==> src/rtl/uart_tx.sv <==
// -----------------------------------------------------------------------------
// uart_tx -- FIFO-buffered UART transmitter (8 data bits, 1 stop bit)
//
// Bytes written via data_in/wr_en are queued in a FIFO of FIFO_DEPTH entries.
// They are then shifted out LSB first on tx. Each bit lasts CLK_FREQ/BAUD_RATE
// clocks. Frames in the queue follow each other with no idle gap.
//
// Optional feature macro: UART_TX_PARITY_EN
//   defined   -> an even-parity bit is inserted after the data bits (8E1)
//   undefined -> 8N1 frame, no parity logic
//
// Parameters:
//   CLK_FREQ    system clock frequency in Hz
//   BAUD_RATE   serial bit rate in bit/s (CLK_FREQ/BAUD_RATE <= 65535)
//   FIFO_DEPTH  transmit FIFO entries, power of two, 2..16
//
// Ports:
//   clk      in   system clock, rising edge
//   rst_n    in   asynchronous active-low reset
//   data_in  in   [7:0] byte to queue
//   wr_en    in   write strobe; accepted when full is low
//   full     out  FIFO holds FIFO_DEPTH bytes; further writes dropped
//   tx       out  serial line, idle high, registered
//   tx_busy  out  high while a frame is on the line
//   done     out  one-cycle pulse on the last clock of each stop bit
// -----------------------------------------------------------------------------
module uart_tx #(
   parameter int CLK_FREQ   = 1_000_000,
   parameter int BAUD_RATE  = 9600,
   parameter int FIFO_DEPTH = 4
) (
   input  logic       clk,
   input  logic       rst_n,
   input  logic [7:0] data_in,
   input  logic       wr_en,
   output logic       full,
   output logic       tx,
   output logic       tx_busy,
   output logic       done
);

   localparam int          AW       = $clog2(FIFO_DEPTH);
   localparam logic [15:0] BIT_LAST = 16'(CLK_FREQ / BAUD_RATE - 1);
   localparam logic [AW:0] DEPTH_C  = (AW+1)'(FIFO_DEPTH);

`ifdef UART_TX_PARITY_EN
   typedef enum logic [2:0] {IDLE, START, DATA, PARITY, STOP} state_t;
`else
   typedef enum logic [2:0] {IDLE, START, DATA, STOP} state_t;
`endif

   // ---------------------------------------------------------------- FIFO
   logic [7:0]    mem_q [FIFO_DEPTH];
   logic [AW-1:0] wr_ptr_q, rd_ptr_q;
   logic [AW:0]   cnt_q;
   logic          push, pop, empty;
   logic [7:0]    head;

   assign full  = (cnt_q == DEPTH_C);
   assign empty = (cnt_q == '0);
   assign push  = wr_en && !full;    // a full FIFO drops the write even if a pop happens too
   assign head  = mem_q[rd_ptr_q];

   always_ff @(posedge clk) begin
      if (push) mem_q[wr_ptr_q] <= data_in;
   end

   always_ff @(posedge clk or negedge rst_n) begin
      if (!rst_n) begin
         wr_ptr_q <= '0;
         rd_ptr_q <= '0;
         cnt_q    <= '0;
      end else begin
         if (push) wr_ptr_q <= wr_ptr_q + AW'(1);
         if (pop)  rd_ptr_q <= rd_ptr_q + AW'(1);
         if (push && !pop)      cnt_q <= cnt_q + (AW+1)'(1);
         else if (pop && !push) cnt_q <= cnt_q - (AW+1)'(1);
      end
   end

   // ---------------------------------------------------------------- FSM
   state_t      state_q;
   logic [15:0] bit_cnt_q;
   logic [2:0]  bit_idx_q;
   logic [7:0]  shift_q;
   logic        tx_q, busy_q, done_q;
   logic        bit_end;
`ifdef UART_TX_PARITY_EN
   logic        parity_q;
`endif

   assign bit_end = (bit_cnt_q == BIT_LAST);
   // Pop when idle, or on the last stop-bit clock so the next frame follows without a gap.
   assign pop     = !empty && ((state_q == IDLE) || (state_q == STOP && bit_end));

   // Outputs are registered from the current state. So the line lags the state by one
   // clock. The bit lengths stay exact, and done lines up with the last stop-bit clock on tx.
   always_ff @(posedge clk or negedge rst_n) begin
      if (!rst_n) begin
         state_q   <= IDLE;
         bit_cnt_q <= '0;
         bit_idx_q <= '0;
         shift_q   <= '0;
         tx_q      <= 1'b1;
         busy_q    <= 1'b0;
         done_q    <= 1'b0;
`ifdef UART_TX_PARITY_EN
         parity_q  <= 1'b0;
`endif
      end else begin
         done_q <= 1'b0;
         busy_q <= (state_q != IDLE);
         case (state_q)
            IDLE: begin
               tx_q      <= 1'b1;
               bit_cnt_q <= '0;
               if (pop) begin
                  shift_q <= head;
`ifdef UART_TX_PARITY_EN
                  parity_q <= ^head;
`endif
                  state_q <= START;
               end
            end
            START: begin
               tx_q <= 1'b0;
               if (bit_end) begin
                  bit_cnt_q <= '0;
                  bit_idx_q <= '0;
                  state_q   <= DATA;
               end else begin
                  bit_cnt_q <= bit_cnt_q + 16'd1;
               end
            end
            DATA: begin
               tx_q <= shift_q[0];
               if (bit_end) begin
                  bit_cnt_q <= '0;
                  shift_q   <= {1'b0, shift_q[7:1]};
                  bit_idx_q <= bit_idx_q + 3'd1;
                  if (bit_idx_q == 3'd7) begin
`ifdef UART_TX_PARITY_EN
                     state_q <= PARITY;
`else
                     state_q <= STOP;
`endif
                  end
               end else begin
                  bit_cnt_q <= bit_cnt_q + 16'd1;
               end
            end
`ifdef UART_TX_PARITY_EN
            PARITY: begin
               tx_q <= parity_q;
               if (bit_end) begin
                  bit_cnt_q <= '0;
                  state_q   <= STOP;
               end else begin
                  bit_cnt_q <= bit_cnt_q + 16'd1;
               end
            end
`endif
            STOP: begin
               tx_q <= 1'b1;
               if (bit_end) begin
                  bit_cnt_q <= '0;
                  done_q    <= 1'b1;
                  if (pop) begin
                     shift_q <= head;
`ifdef UART_TX_PARITY_EN
                     parity_q <= ^head;
`endif
                     state_q <= START;
                  end else begin
                     state_q <= IDLE;
                  end
               end else begin
                  bit_cnt_q <= bit_cnt_q + 16'd1;
               end
            end
            default: state_q <= IDLE;
         endcase
      end
   end

   assign tx      = tx_q;
   assign tx_busy = busy_q;
   assign done    = done_q;

endmodule
==> config.mk <==
export PLATFORM = sky130hd
export DESIGN_NAME = uart_tx
export DESIGN_NICKNAME = d
export VERILOG_FILES = /design/src/rtl/uart_tx.sv
export SDC_FILE = /design/constraint.sdc
export NUM_CORES = 1
export LEC_CHECK = 0
export CORE_MARGIN = 3
export CORE_UTILIZATION = 45
export DETAILED_ROUTE_END_ITERATION = 16
export PLACE_DENSITY = 0.71
export SYNTH_ARGS = -nofsm -noshare
export SYNTH_HDL_FRONTEND = slang
export SYNTH_SLANG_ARGS = --single-unit
==> constraint.sdc <==
create_clock -name clk -period 2.65 [get_ports clk]
set_clock_uncertainty 0.1 [all_clocks]
set_input_delay 0.53 -clock clk [delete_from_list [all_inputs] [get_ports clk]]
set_output_delay 0.53 -clock clk [all_outputs]
set_load 0.02 [all_outputs]
After elaboration in Yosys (flattened, before gate mapping):

Memory sizes are Yosys's and may differ from the RTL's.
Index checks and enable logic that the tools add are counted.

* multiplexer cells: 23
* equal/unequal tests: 11
* reductions and logical operators: 23
* $add $sub $neg: 6

Operator list (count)
* $pmux 16 s2: 1
* $mux 3: 9
* $mux 8: 3
* $pmux 8 s3: 1
* $add 16x1->16 const B: 1
* $eq 16x7->1 const B: 1
* $mux 16: 1
* $pmux 3 s4: 1
* $ne 2x2->1 const B: 5
* $reduce_bool 3->1: 3
* $add 3x1->3 const B: 2
* $eq 3x2->1 const B: 2
* $eq 3x3->1 const B: 2
* $logic_not 3->1: 2
* $pmux 3 s2: 1
* $reduce_and 3->1: 2
* $reduce_bool 2->1: 3
* $logic_and 1x1->1: 5
* $mux 1: 5
* $reduce_and 5->1: 1
* $add 2x1->2 const B: 2
* $logic_not 1->1: 4
* $eq 3x1->1 const B: 1
* $pmux 1 s3: 1
* 4 further kinds: 4

* bits of input ports: 11
* RAM bits: 32
* memories kept: 1
* flip-flop bits (word level): 40

Memories
* mem_q: depth 4, bits a word 8, rd ports 1, clocked after Yosys merged registers in 0, write ports 1, line 53 `logic [7:0] mem_q [FIFO_DEPTH];`

Logic depth before layout (Yosys ltp):

* depth in word-level cells: 7
* mapped depth: 11
* depth with buffers taken out: 11

Least setup slack after synthesis:

Ideal clock, no wire load.

* path kind: register to register
* start: reg cnt_q[0]
* end: reg cnt_q[1]
* required time: 2.425 ns
* setup slack: 0.211 ns
* path buffers: 1
* arrival time: 2.214 ns
* cell stages (with the launch flop): 8
* period minus slack after synthesis: 2.439 ns
* library setup time: 0.125 ns
* cells stage by stage: dfrtp_1 nor3b_1 nor2b_1 clkbuf_1 ha_1 inv_1 fa_1 mux2_2

* word-level cells in the longest chain between the ends: 6
* elaborated cells on any way between the ends: 15
* those cells by class: add/sub (2); eq/ne (1); mux (2); reduce/logical (10)

RTL lines
* start: declaration: line 55 `logic [AW:0] cnt_q;`
* start signal: assignment: line 76 `if (push && !pop) cnt_q <= cnt_q + (AW+1)'(1);`
* start signal: assignment: line 77 `else if (pop && !push) cnt_q <= cnt_q - (AW+1)'(1);`
* $eq 3x3->1 (*): line 59 `assign full = (cnt_q == DEPTH_C);`
* net full: line 36 `output logic full,`
* $logic_not 1->1 (*): line 61 `assign push = wr_en && !full;`
* $logic_and 1x1->1 (*): line 61
* net push: line 56 `logic push, pop, empty;`
* $logic_not 1->1: line 77
* $logic_and 1x1->1: line 77
* $reduce_bool 2->1 (no line)

The timed path passes the listed nets; every way through them passes the cells marked *. The select of a mux whose other input is x is not followed.
A chain may end at the register's enable or synchronous reset.

Final worst setup path:

* start: reg bit_cnt_q[7]
* end: reg cnt_q[1]

* word-level cells in the longest chain between the ends: 7
* elaborated cells on any way between the ends: 9
* those cells by class: eq/ne (1); mux (1); reduce/logical (7)

RTL lines
* start: declaration: line 83 `logic [15:0] bit_cnt_q;`
* start signal: assignment: line 132 `bit_cnt_q <= bit_cnt_q + 16'd1;`
* start signal: assignment: line 149 `bit_cnt_q <= bit_cnt_q + 16'd1;`
* start signal: assignment: line 178 `bit_cnt_q <= bit_cnt_q + 16'd1;`
* $eq 16x7->1 (*): line 92 `assign bit_end = (bit_cnt_q == BIT_LAST);`
* $logic_and 1x1->1 (*): line 94 `assign pop = !empty && ((state_q == IDLE) || (state_q == STOP && bit_end));`
* $logic_or 1x1->1 (*): line 94
* $logic_and 1x1->1 (*): line 94
* $logic_not 1->1: line 76
* $logic_and 1x1->1: line 76
* $mux 3 / $reduce_bool 2->1 (equally long branches)

Every way passes the cells marked *; elsewhere a longest branch is shown, timed or not.

==> impl_metrics.py <==
metrics = {
    "logic_synthesis": {
        "synth_top_area_share": 0.2856,
        "synth.distinct_cells": 46,
        "synth.avg_cell_area_sq_um": 13.30,
        "cell_taking_the_most_area_after_synthesis": "edfxtp_1",
        "sequential_area_share_after_synthesis": 0.5761,
        "syn_inst": 253,
        "ys.warnings.count": 0,
        "syn_area_sq_um": 3364,
        "synth.area.top_cells": "edfxtp_1, dfrtp_1, mux4_2",
        "ys_ff_latch": 71,
        "synth-async-reset-ratio": 0.5493,
        "dominantRegCellSynth": "dfrtp_1",
        "syn_nets": 279,
        "synth-edff-count": 32,
    },
    "placement": {
        "hpwl_mm": 4.085,
        "postPlaceCellArea_sq_um": 3625,
        "placement.io_buffers": 14,
        "placed_cells_incl_taps": 360,
        "dp_worst_setup_slack_ps": 127.7,
        "place_congestion": 0.8419,
    },
    "route": {
        "topRoutingLayerUsed": "met4",
        "wl_met1_mm": 2.668,
        "dr_wl_met3_um": 278,
        "wl_per_cell_um": 15.50,
        "detail_route.wirelength_mm": 5.827,
        "vias_per_cell": 5.471,
        "num_vias": 2057,
        "drt_iter0_markers": 118,
        "drt_first_pass_iters": 4,
        "met2RoutedLength_mm": 2.823,
        "drc": 0,
        "ant_nets": 0,
    },
    "clock_network": {
        "cts-root-buf": "clkbuf_8",
        "clock_tree.htree_level_count": 3,
        "clock_tree_from_tritoncts": "yes",
        "number_of_buffers_created_by_cts": 9,
        "worst_skew_pair.late_latency_ps": 350,
        "cts.path.max_buffers": 2,
        "clkTransAtPathRegs_ps": 90,
        "cts_num_sinks": 71,
    },
    "finish": {
        "antenna_cells": 0,
        "layout-drive-gt1-share": 0.2071,
        "syn_to_final_growth_pct": 13.43,
        "stdcell_area_sq_um": 3816,
        "finalNonFillerCells": 376,
        "finalNetCount": 301,
    },
    "setup_path": {
        "worstPathMaxFanout": 7,
        "timing.critical_path.to_type": "register",
        "arrival_ps": 2600,
        "crit_top_cell": "inv_1",
        "critPathRequiredTime_ps": 2780,
        "timing.setup.critical_path_class": "register to register",
        "critical-path-max-stage-delay_ps": 450,
        "startpoint_types": "register",
        "critPathSlowestCell": "dfrtp_1",
        "cpLargestDelayFamily": "adder cells",
        "path_cells": "nor4_2 > nand4_1 > o21ai_2 > inv_1 > ha_1 > inv_1 > fa_1 > mux2_2",
        "critical_path.n_buffers_inverters": 2,
    },
    "flow_run": {
        "cap_violations": 0,
    },
    "sta": {
        "final.period_utilization": 0.9307,
        "setup_ws_ps": 183.7,
        "hold_viol_final": 0,
        "timing.max_slew.rel_slack": 0.4055,
        "tns_ps": 0,
        "worst_pin_slew_ps": 891.8,
        "final-max-slew-violation-count": 0,
        "unrepaired_setup_endpoints_after_global_routing": "false",
        "max_clock_freq_mhz": 405.5,
        "count_of_final_setup_violators": 0,
        "timing.final.crit_period_ps": 2466,
    },
    "grt": {
        "largest_net_degree_at_the_start_of_global_routing": 40,
        "grt_overflow": 0,
        "grt_pass1_wl_mm": 9.984,
        "grt_antenna_before_repair": 0,
        "via_count_of_the_first_global_routing_pass": 2024,
        "gr-usage-all-layers": 0.1524,
    },
    "pwr": {
        "max-vdd-ir-drop_mv": 0.5487,
        "power-per-cell-area_nw_per_um2": 1057,
        "leakagePower_uw": 0.001512,
    },
    "floorplanning": {
        "core_ar_sq_um": 7019,
        "die_area_sq_um": 8550,
        "floorplan.io_pins": 15,
        "die_height_um": 92.47,
        "initial_cell_density_of_the_core": 0.4793,
        "chipWidth_um": 92.47,
        "rows": 30,
    },
    "status": {
        "outcome": "completed",
    },
    "worst_hold_path": {
        "worst_hold_path_type": "input pin to asynchronous set/reset pin",
    },
}
## cells in the mapped netlist (3+ instances only)
library cell	instances
and2_1	5
edfxtp_1	32
nor3_1	7
xnor2_1	3
clkbuf_1	6
and3_1	4
a21o_1	3
mux2_2	9
inv_1	10
mux2_4	7
a21oi_1	5
nand2b_1	5
nand3_1	7
or3_1	4
xor2_1	3
a22o_1	5
dfrtp_1	38
nand2_1	17
o21ai_0	19
ha_1	14
nor2_1	9
mux4_2	8
## final timing paths
kind | from | end | slack, ps | cells after the start
hold reg to reg | bit_idx_q[2] | bit_idx_q[2] | 400 | 1
min in group clk | bit_idx_q[2] | bit_idx_q[2] | 400 | 1
max in group asynchronous | rst_n | shift_q[6] | 1690 | 1
setup / recovery | bit_cnt_q[7] | cnt_q[1] | 180 | 8
hold / removal | rst_n | bit_cnt_q[3] | 200 | 1
setup reg to reg | bit_cnt_q[7] | cnt_q[1] | 180 | 8
## kinds of logic after synthesis
logic type / Yosys count / synth area share
and+or+nand+nor: 71 / 0.1168
DFF: 71 / 0.5761
AOI/OAI and AO/OA: 47 / 0.09558
muxes: 24 / 0.1149
buffers and inverters: 19 / 0.02306
adders and majority gates: 15 / 0.05801
xor gates and xnor gates: 6 / 0.01562
## registers in the layout, indices dropped and copies added (netlist names), 2 cells and up
signal / count
bit_cnt_q: 16
state_q: 2
rd_ptr_q: 2
mem_q: 32
cnt_q: 3
bit_idx_q: 3
wr_ptr_q: 2
shift_q: 8
## stage by stage
step	hold WS (ps)	power, uW	utilization
5_1_grt	249.2	4338	0.5437
6_report	199.6	4035	0.5437
2_1_floorplan	134.4	2860	-
3_3_place_gp	379.5	3209	0.5164
3_5_place_dp	387.3	3268	0.5164
4_1_cts	226.8	4079	0.5428
## cell usage in the layout, fill, tap and decap left out, drive strengths merged, types with 4 or more instances in the layout
master,count
dfrtp,38
edfxtp,32
o21ai,21
nand2,17
mux2,16
ha,14
inv,14
clkdlybuf4s50,13
nor2,10
clkbuf,9
mux4,8
nand3,7
nor3,7
buf,7
and2,5
nand2b,5
a21oi,5
a22o,5
and3,4
or3,4
## timing repair
item                                    CTS  global route
hold buffers                              0             0
gates resized for setup                   0             2
setup buffers                             0             0
endpoints found under the setup margin    0             2
## layout make-up
| cell class | count | area, sq um |
|---|---|---|
| clock inverters | 7 | 61.31 |
| fillers | 583 | 3203 |
| flip-flops and latches | 71 | 1938 |
| inverters | 10 | 37.54 |
| multi-input cells | 163 | 1355 |
| repair buffers | 20 | 180.2 |
| well taps | 96 | 120.1 |
| clock buffers | 9 | 123.9 |
## layer usage
| metal | vias to the layer above | GRT usage |
|---|---|---|
| li1 | 982 | - |
| met1 | 1030 | 0.2065 |
| met4 | 0 | 0.04827 |
| met5 | - | 0 |
| met2 | 41 | 0.2326 |
| met3 | 4 | 0.05037 |
## where the power goes
group          internal, uW  switching (uW)  total, uW
clock network           357             438        795
registers              1460             217       1670
logic                   826             741       1570
total                  2640            1400       4040
No activity file was read; power rests on OpenSTA's default activity.
